## src/rtl/seven_seg_scan_driver.sv

```systemverilog
// seven_seg_scan_driver: time-multiplexed scan of a frame snapshot onto a
// shared segment bus. Optional dead-time between digits: SEG_MUX_BLANKING_EN.
module seven_seg_scan_driver #(
    parameter int NUM_DIGITS       = 6,
    parameter int TICKS_PER_DIGIT  = 1000,
    parameter int BLANK_TICKS      = 16,
    parameter bit SEG_ACTIVE_LOW   = 1'b1,
    parameter bit ANODE_ACTIVE_LOW = 1'b1
) (
    input  logic                         clk,
    input  logic                         rst,
    input  logic                         ena,
    input  logic [NUM_DIGITS-1:0][7:0]   in_7seg_display,
    output logic [7:0]                   out_segs,
    output logic [NUM_DIGITS-1:0]        out_anodes,
    output logic                         out_frame_start
);

    localparam int MAX_T = (TICKS_PER_DIGIT > BLANK_TICKS) ?
                           TICKS_PER_DIGIT : BLANK_TICKS;
    localparam int CW    = (MAX_T > 1) ? $clog2(MAX_T) : 1;
    localparam int IW    = (NUM_DIGITS > 1) ? $clog2(NUM_DIGITS) : 1;

    localparam logic [7:0]            SEG_OFF  = SEG_ACTIVE_LOW ? 8'hFF : 8'h00;
    localparam logic [NUM_DIGITS-1:0] AN_OFF   = ANODE_ACTIVE_LOW ? '1 : '0;
    localparam logic [CW-1:0]         ON_LAST  = CW'(TICKS_PER_DIGIT - 1);
    localparam logic [IW-1:0]         DIG_LAST = IW'(NUM_DIGITS - 1);

`ifdef SEG_MUX_BLANKING_EN
    localparam logic [CW-1:0] BLANK_LAST = CW'(BLANK_TICKS - 1);
    typedef enum logic [1:0] {IDLE, BLANK, ON} state_t;
    localparam state_t FIRST = BLANK;
`else
    typedef enum logic [1:0] {IDLE, ON} state_t;
    localparam state_t FIRST = ON;
`endif

    state_t                       state_q, state_d;
    logic [IW-1:0]                dig_idx_q, dig_idx_d;
    logic [CW-1:0]                tick_cnt_q, tick_cnt_d;
    logic [NUM_DIGITS-1:0][7:0]   snap_q, snap_d;
    logic [7:0]                   segs_d;
    logic [NUM_DIGITS-1:0]        anodes_d;
    logic                         frame_start_d;
    logic [7:0]                   cur_byte;
    logic [NUM_DIGITS-1:0]        one_hot;

    // Next-state sequencing: enable gating, phase timing, digit walk, reload.
    always_comb begin
        state_d       = state_q;
        dig_idx_d     = dig_idx_q;
        tick_cnt_d    = tick_cnt_q;
        snap_d        = snap_q;
        frame_start_d = 1'b0;
        if (!ena) begin
            state_d    = IDLE;
            dig_idx_d  = '0;
            tick_cnt_d = '0;
        end else begin
            case (state_q)
                IDLE: begin
                    state_d       = FIRST;
                    snap_d        = in_7seg_display;
                    dig_idx_d     = '0;
                    tick_cnt_d    = '0;
                    frame_start_d = 1'b1;
                end
`ifdef SEG_MUX_BLANKING_EN
                BLANK: begin
                    if (tick_cnt_q == BLANK_LAST) begin
                        state_d    = ON;
                        tick_cnt_d = '0;
                    end else begin
                        tick_cnt_d = tick_cnt_q + 1'b1;
                    end
                end
`endif
                ON: begin
                    if (tick_cnt_q == ON_LAST) begin
                        state_d    = FIRST;
                        tick_cnt_d = '0;
                        if (dig_idx_q == DIG_LAST) begin
                            dig_idx_d     = '0;
                            snap_d        = in_7seg_display;
                            frame_start_d = 1'b1;
                        end else begin
                            dig_idx_d = dig_idx_q + 1'b1;
                        end
                    end else begin
                        tick_cnt_d = tick_cnt_q + 1'b1;
                    end
                end
                default: begin
                    state_d    = IDLE;
                    dig_idx_d  = '0;
                    tick_cnt_d = '0;
                end
            endcase
        end
    end

    // Pin values derived from the next state so outputs change on the same edge.
    always_comb begin
        cur_byte = snap_d[dig_idx_d];
        one_hot  = NUM_DIGITS'(1) << dig_idx_d;
        segs_d   = SEG_OFF;
        anodes_d = AN_OFF;
        if (state_d == ON) begin
            segs_d   = SEG_ACTIVE_LOW ? ~cur_byte : cur_byte;
            anodes_d = ANODE_ACTIVE_LOW ? ~one_hot : one_hot;
        end
    end

    // State and registered outputs; reset is synchronous and overrides enable.
    always_ff @(posedge clk) begin
        if (!rst) begin
            state_q         <= IDLE;
            dig_idx_q       <= '0;
            tick_cnt_q      <= '0;
            snap_q          <= '0;
            out_segs        <= SEG_OFF;
            out_anodes      <= AN_OFF;
            out_frame_start <= 1'b0;
        end else begin
            state_q         <= state_d;
            dig_idx_q       <= dig_idx_d;
            tick_cnt_q      <= tick_cnt_d;
            snap_q          <= snap_d;
            out_segs        <= segs_d;
            out_anodes      <= anodes_d;
            out_frame_start <= frame_start_d;
        end
    end

endmodule

```

## config.mk

```make
export PLATFORM = sky130hd
export DESIGN_NAME = seven_seg_scan_driver
export DESIGN_NICKNAME = d
export VERILOG_FILES = /design/src/rtl/seven_seg_scan_driver.sv
export SDC_FILE = /design/constraint.sdc
export NUM_CORES = 1
export LEC_CHECK = 0
export ABC_AREA = 1
export BUFFER_PORTS_ARGS = -buffer_cell sky130_fd_sc_hd__buf_2
export CAP_MARGIN = 20
export CORE_ASPECT_RATIO = 1.1
export CORE_MARGIN = 4
export CORE_UTILIZATION = 55
export DETAILED_ROUTE_END_ITERATION = 16
export PLACE_DENSITY = 0.79
export SETUP_SLACK_MARGIN = 0.15
export SYNTH_ARGS = -nofsm -noshare
export SYNTH_HDL_FRONTEND = slang
export SYNTH_SLANG_ARGS = --single-unit
```

## constraint.sdc

```tcl
create_clock -name clk -period 1.87 [get_ports clk]
set_input_delay 0.2805 -clock clk [delete_from_list [all_inputs] [get_ports clk]]
set_output_delay 0.2805 -clock clk [all_outputs]
set_load 0.02 [all_outputs]
```

==> results by group <==
CTS
  – Number of clock buffers inserted by TritonCTS: 9
  – CTS sink cnt: 78
  – Clock Root Buffer: sky130_fd_sc_hd__clkbuf_8
  – Max clock buf depth: 2
  – TritonCTS clock tree: yes
  – Clock latency on the worst-skew pair: 370 ps
  – Clock transition at the registers of the reported paths: 80 ps
  – Number of hold-repair buffers added at the cts stage: 0
  – H-tree Lvls: 3

Timing
  – Final hold vios: 0
  – Final worst hold slack: 169 ps
  – Final count of negative-setup-slack endpoints: 2
  – Final setup slack of the worst path: -18.4 ps
  – Period minus WS final: about 1900 ps
  – Transition time of the tightest slew-check pin: 588 ps
  – Clock skew: 8.30 ps
  – Final worst-path cycle share: 101%
  – Highest clock frequency the design can meet: 0.530 GHz
  – Final Max Tran Viols: 0
  – Relative slew slack: between 60% and 70%
  – Setup total negative slack: -22.6 ps
  – RSZ-0062 raised after global routing: true

Global routing
  – Via count of the first global-routing pass: 3232
  – Number of antenna violations at the first check in global routing: 0
  – First-pass GRT wire length: 14500 µm
  – Overflow left after global routing: 0
  – Maximum number of pins on one net before global-route repair: 53
  – GRT Resource Usage Total: 23.1%

Yosys
  – Sequential element share of the synthesized area: 44.3%
  – Post-synth EDFFs: 0
  – Fraction of synthesis flops using an asynchronous set or reset pin: 0%
  – Compound-cell area share of the yosys netlist: under 10%
  – Post-synthesis cell count: 501
  – Most used flip-flop cell after synthesis: sky130_fd_sc_hd__dfxtp_1
  – Number of distinct library cell variants in the gate-level netlist after synthesis: 31
  – Top cells by count, synth: 127 x sky130_fd_sc_hd__nand2_1, 78 x sky130_fd_sc_hd__dfxtp_1, 76 x sky130_fd_sc_hd__nor2_1
  – Number of synthesis warnings: 0
  – Top cells by area in the synthesized netlist: sky130_fd_sc_hd__dfxtp_1 44%, sky130_fd_sc_hd__nand2_1 14%, sky130_fd_sc_hd__nand3_1 9.4%
  – Xor/xnor share of the synthesized area: 0.249%
  – Post-synth top area cell: sky130_fd_sc_hd__dfxtp_1
  – Post-Synthesis Net Count: 553
  – Most frequent cell after synthesis: sky130_fd_sc_hd__nand2_1
  – Combinational family with the most area after synthesis: simple AND/OR/NAND/NOR gates
  – Post-synthesis simple-gate area fraction: 37.4%
  – #FFs+latches synth: 78
  – Average cell area after synthesis: 7.03 µm²
  – Adder-Cell Fraction of Synth Area: 0.355%
  – Cell area after synthesis: approximately 3500 µm²
  – Multiplexer share of the synthesized area: 0%
  – Fraction of post-synthesis cell area in the top cell type by area: 44.3%

Floorplan
  – Y dimension of the die: slightly above 90 µm
  – Effective utilization at floorplan: 56.9%
  – Boundary pin count: 66
  – Die Wd: 84.3 µm
  – Die outline area: about 7700 µm²
  – Core Area: 6190 µm²
  – Core Rows: 30

Drt
  – Router iterations before antenna repair: 5
  – Total DRC errors in the routed layout: 0
  – Violation count after the first detailed-routing iteration: 231
  – Remaining number of nets flagged by the antenna check after routing: 0
  – Detailed-route wire length per cell: 15.1 µm
  – Routed Wire Length: 10200 µm
  – Vias after detailed routing: 3632
  – DR vias/cell: 5.36

Setup path
  – Worst Path Max Fanout: 8
  – Worst path cell trace: ha_4 -> nand2_4 -> nor2_4 -> nand3_4 -> nand2_8 -> buf_12 -> clkbuf_16 -> nand3_2 -> nand2_2 -> inv_2 -> nand2_1 -> nand3_1 -> nor2_1 -> nor2_1
  – Critical Path Max Stage Delay: 370 ps
  – R2r worst-path depth: 14
  – Capture instance of the worst register-to-register path: out_segs[0]$_SDFF_PN1_
  – Arrival time reported for the critical path endpoint: 2150 ps
  – Type of the worst setup path: register to register
  – Critical Path Start Type: register
  – Cell type of the slowest stage on the worst timing path: sky130_fd_sc_hd__dfxtp_2
  – Setup slack, reg-to-reg: -20 ps
  – Critical path launch point: tick_cnt_q[1]$_SDFF_PP0_
  – Library cell appearing most often on the critical path: sky130_fd_sc_hd__nor2_1
  – Start of the worst register-to-register path: tick_cnt_q[1]$_SDFF_PP0_
  – Category of the worst setup path capture point: register
  – Required time reported for the critical path endpoint: 2130 ps

Power and ir drop
  – Power Dens Cells: 769 nW/µm²
  – Leakage power total: 2.17 nW
  – IR Drop Worst-Case VDD: about 0.85 mV

Cells and area
  – Count of placed standard cells in the final layout, fillers left out: 677
  – Total Nets Final: roughly 640
  – Area grow syn2layout: 34.2%
  – Total inserted antenna cells: 0
  – Util after Layout: 76.3%
  – Share of final-layout standard cells stronger than drive strength 1: 32.7%

Outcome
  – Failing checks: negative setup slack
  – Result of the run: complete, but fails checks

Min path
  – Worst hold path endpoint: snap_q[34]$_SDFF_PN0_
  – Hold Path Class: input pin to register
  – Number of cells on the worst hold path: 3
  – Min-Delay Startpoint: in_7seg_display[34]

Placement
  – Global placement routability congestion: a little under 0.9
  – Cell count after placement: 650
  – DP Wirelength: 6010 µm
  – Setup slack at placement: -87.3 ps
  – Input/output buffers: 65

Run
  – Max-cap check violation count: 0
==> power by group <==
group	switching [W]	internal (W)	total, W
Combinational	0.000261	0.000196	0.000457
Clock	0.000651	0.000791	0.00144
Sequential	0.0000165	0.00172	0.00174
==> critical path, delay by kind of cell (launching register included) <==
kind | cells | cell delay, ps
and+or+nand+nor | 10 | 910
DFF | 1 | 370
adders and majority gates | 1 | 170
buffers and inverters | 3 | 330
==> worst max-delay path by stage <==
stage                     cells after the start                     end
after detailed placement                     14  out_segs[7]$_SDFF_PN1_
final                                        14  out_segs[0]$_SDFF_PN1_
after global placement                       14  out_segs[7]$_SDFF_PN1_
after floorplan                              13  out_segs[7]$_SDFF_PN1_
after CTS                                    14  out_segs[4]$_SDFF_PN1_
after global routing                         12  out_segs[4]$_SDFF_PN1_
==> what timing repair did <==
action | CTS | global route
setup endpoints to repair | 12 | 9
hold endpoints to repair | 0 | 0
pin swaps | 7 | 23
gates resized for setup | 25 | 53
gates cloned | 1 | 5
buffers inserted | 4 | 1
==> metal layers <==
layer / vias to the layer above / wire (µm) / GRT usage, %
met5: - / 0 / 0
met4: 0 / 321 / 9.38
met3: 39 / 655 / 5.66
met2: 163 / 4990 / 38.7
met1: 1670 / 4230 / 28.4
li1: 1760 / - / -
==> cell type report <==
class / count / area, µm²
multi-input cells: 350 / 1860
flip-flops and latches: 78 / 1570
fillers: 411 / 1470
repair buffers: 100 / 782
inverters: 53 / 199
clock buffers: 11 / 141
well taps: 80 / 100
clock inverters: 5 / 81.3
==> placed cells by master, fill, tap and decap left out, drive strengths merged <==
cell type,netlist,routed
bufinv,0,2
dfxtp,78,78
nand4,3,3
nand2,136,137
clkbuf,6,15
buf,15,96
clkinvlp,0,1
or2,1,1
nor2,82,82
ha,1,1
a21oi,27,27
nand3b,2,2
nand3,68,68
xor2,1,1
nor3b,1,1
conb,1,1
inv,53,54
clkinv,0,1
o21ai,21,21
and3,2,2
nor3,3,3
==> cell families (layout without fill, tap and decap cells) <==
logic type               Yosys count  after routing
AND/OR/NAND/NOR                  298            299
flip-flops                        78             78
buffers and inverters             74            169
AO/OA/AOI/OAI                     48             48
adder cells (fa/ha/maj)            1              1
other                              1              1
XOR/XNOR                           1              1
==> stage by stage <==
step / instance area [µm²] / power, W
CTS: 4400 / 0.00354
detailed placement: 4010 / 0.00213
floorplan: 3520 / 0.00201
global route: 4730 / 0.00376
global placement: 4010 / 0.00212
finish: 4730 / 0.00364
==> sequential cells by signal, summed over array words and instances, names as in the netlist <==
| register | count |
|---|---|
| dig_idx_q | 3 |
| out_anodes | 6 |
| out_frame_start | 1 |
| out_segs | 8 |
| snap_q | 48 |
| state_q | 2 |
| tick_cnt_q | 10 |
Power figures use the tool's default switching activity.
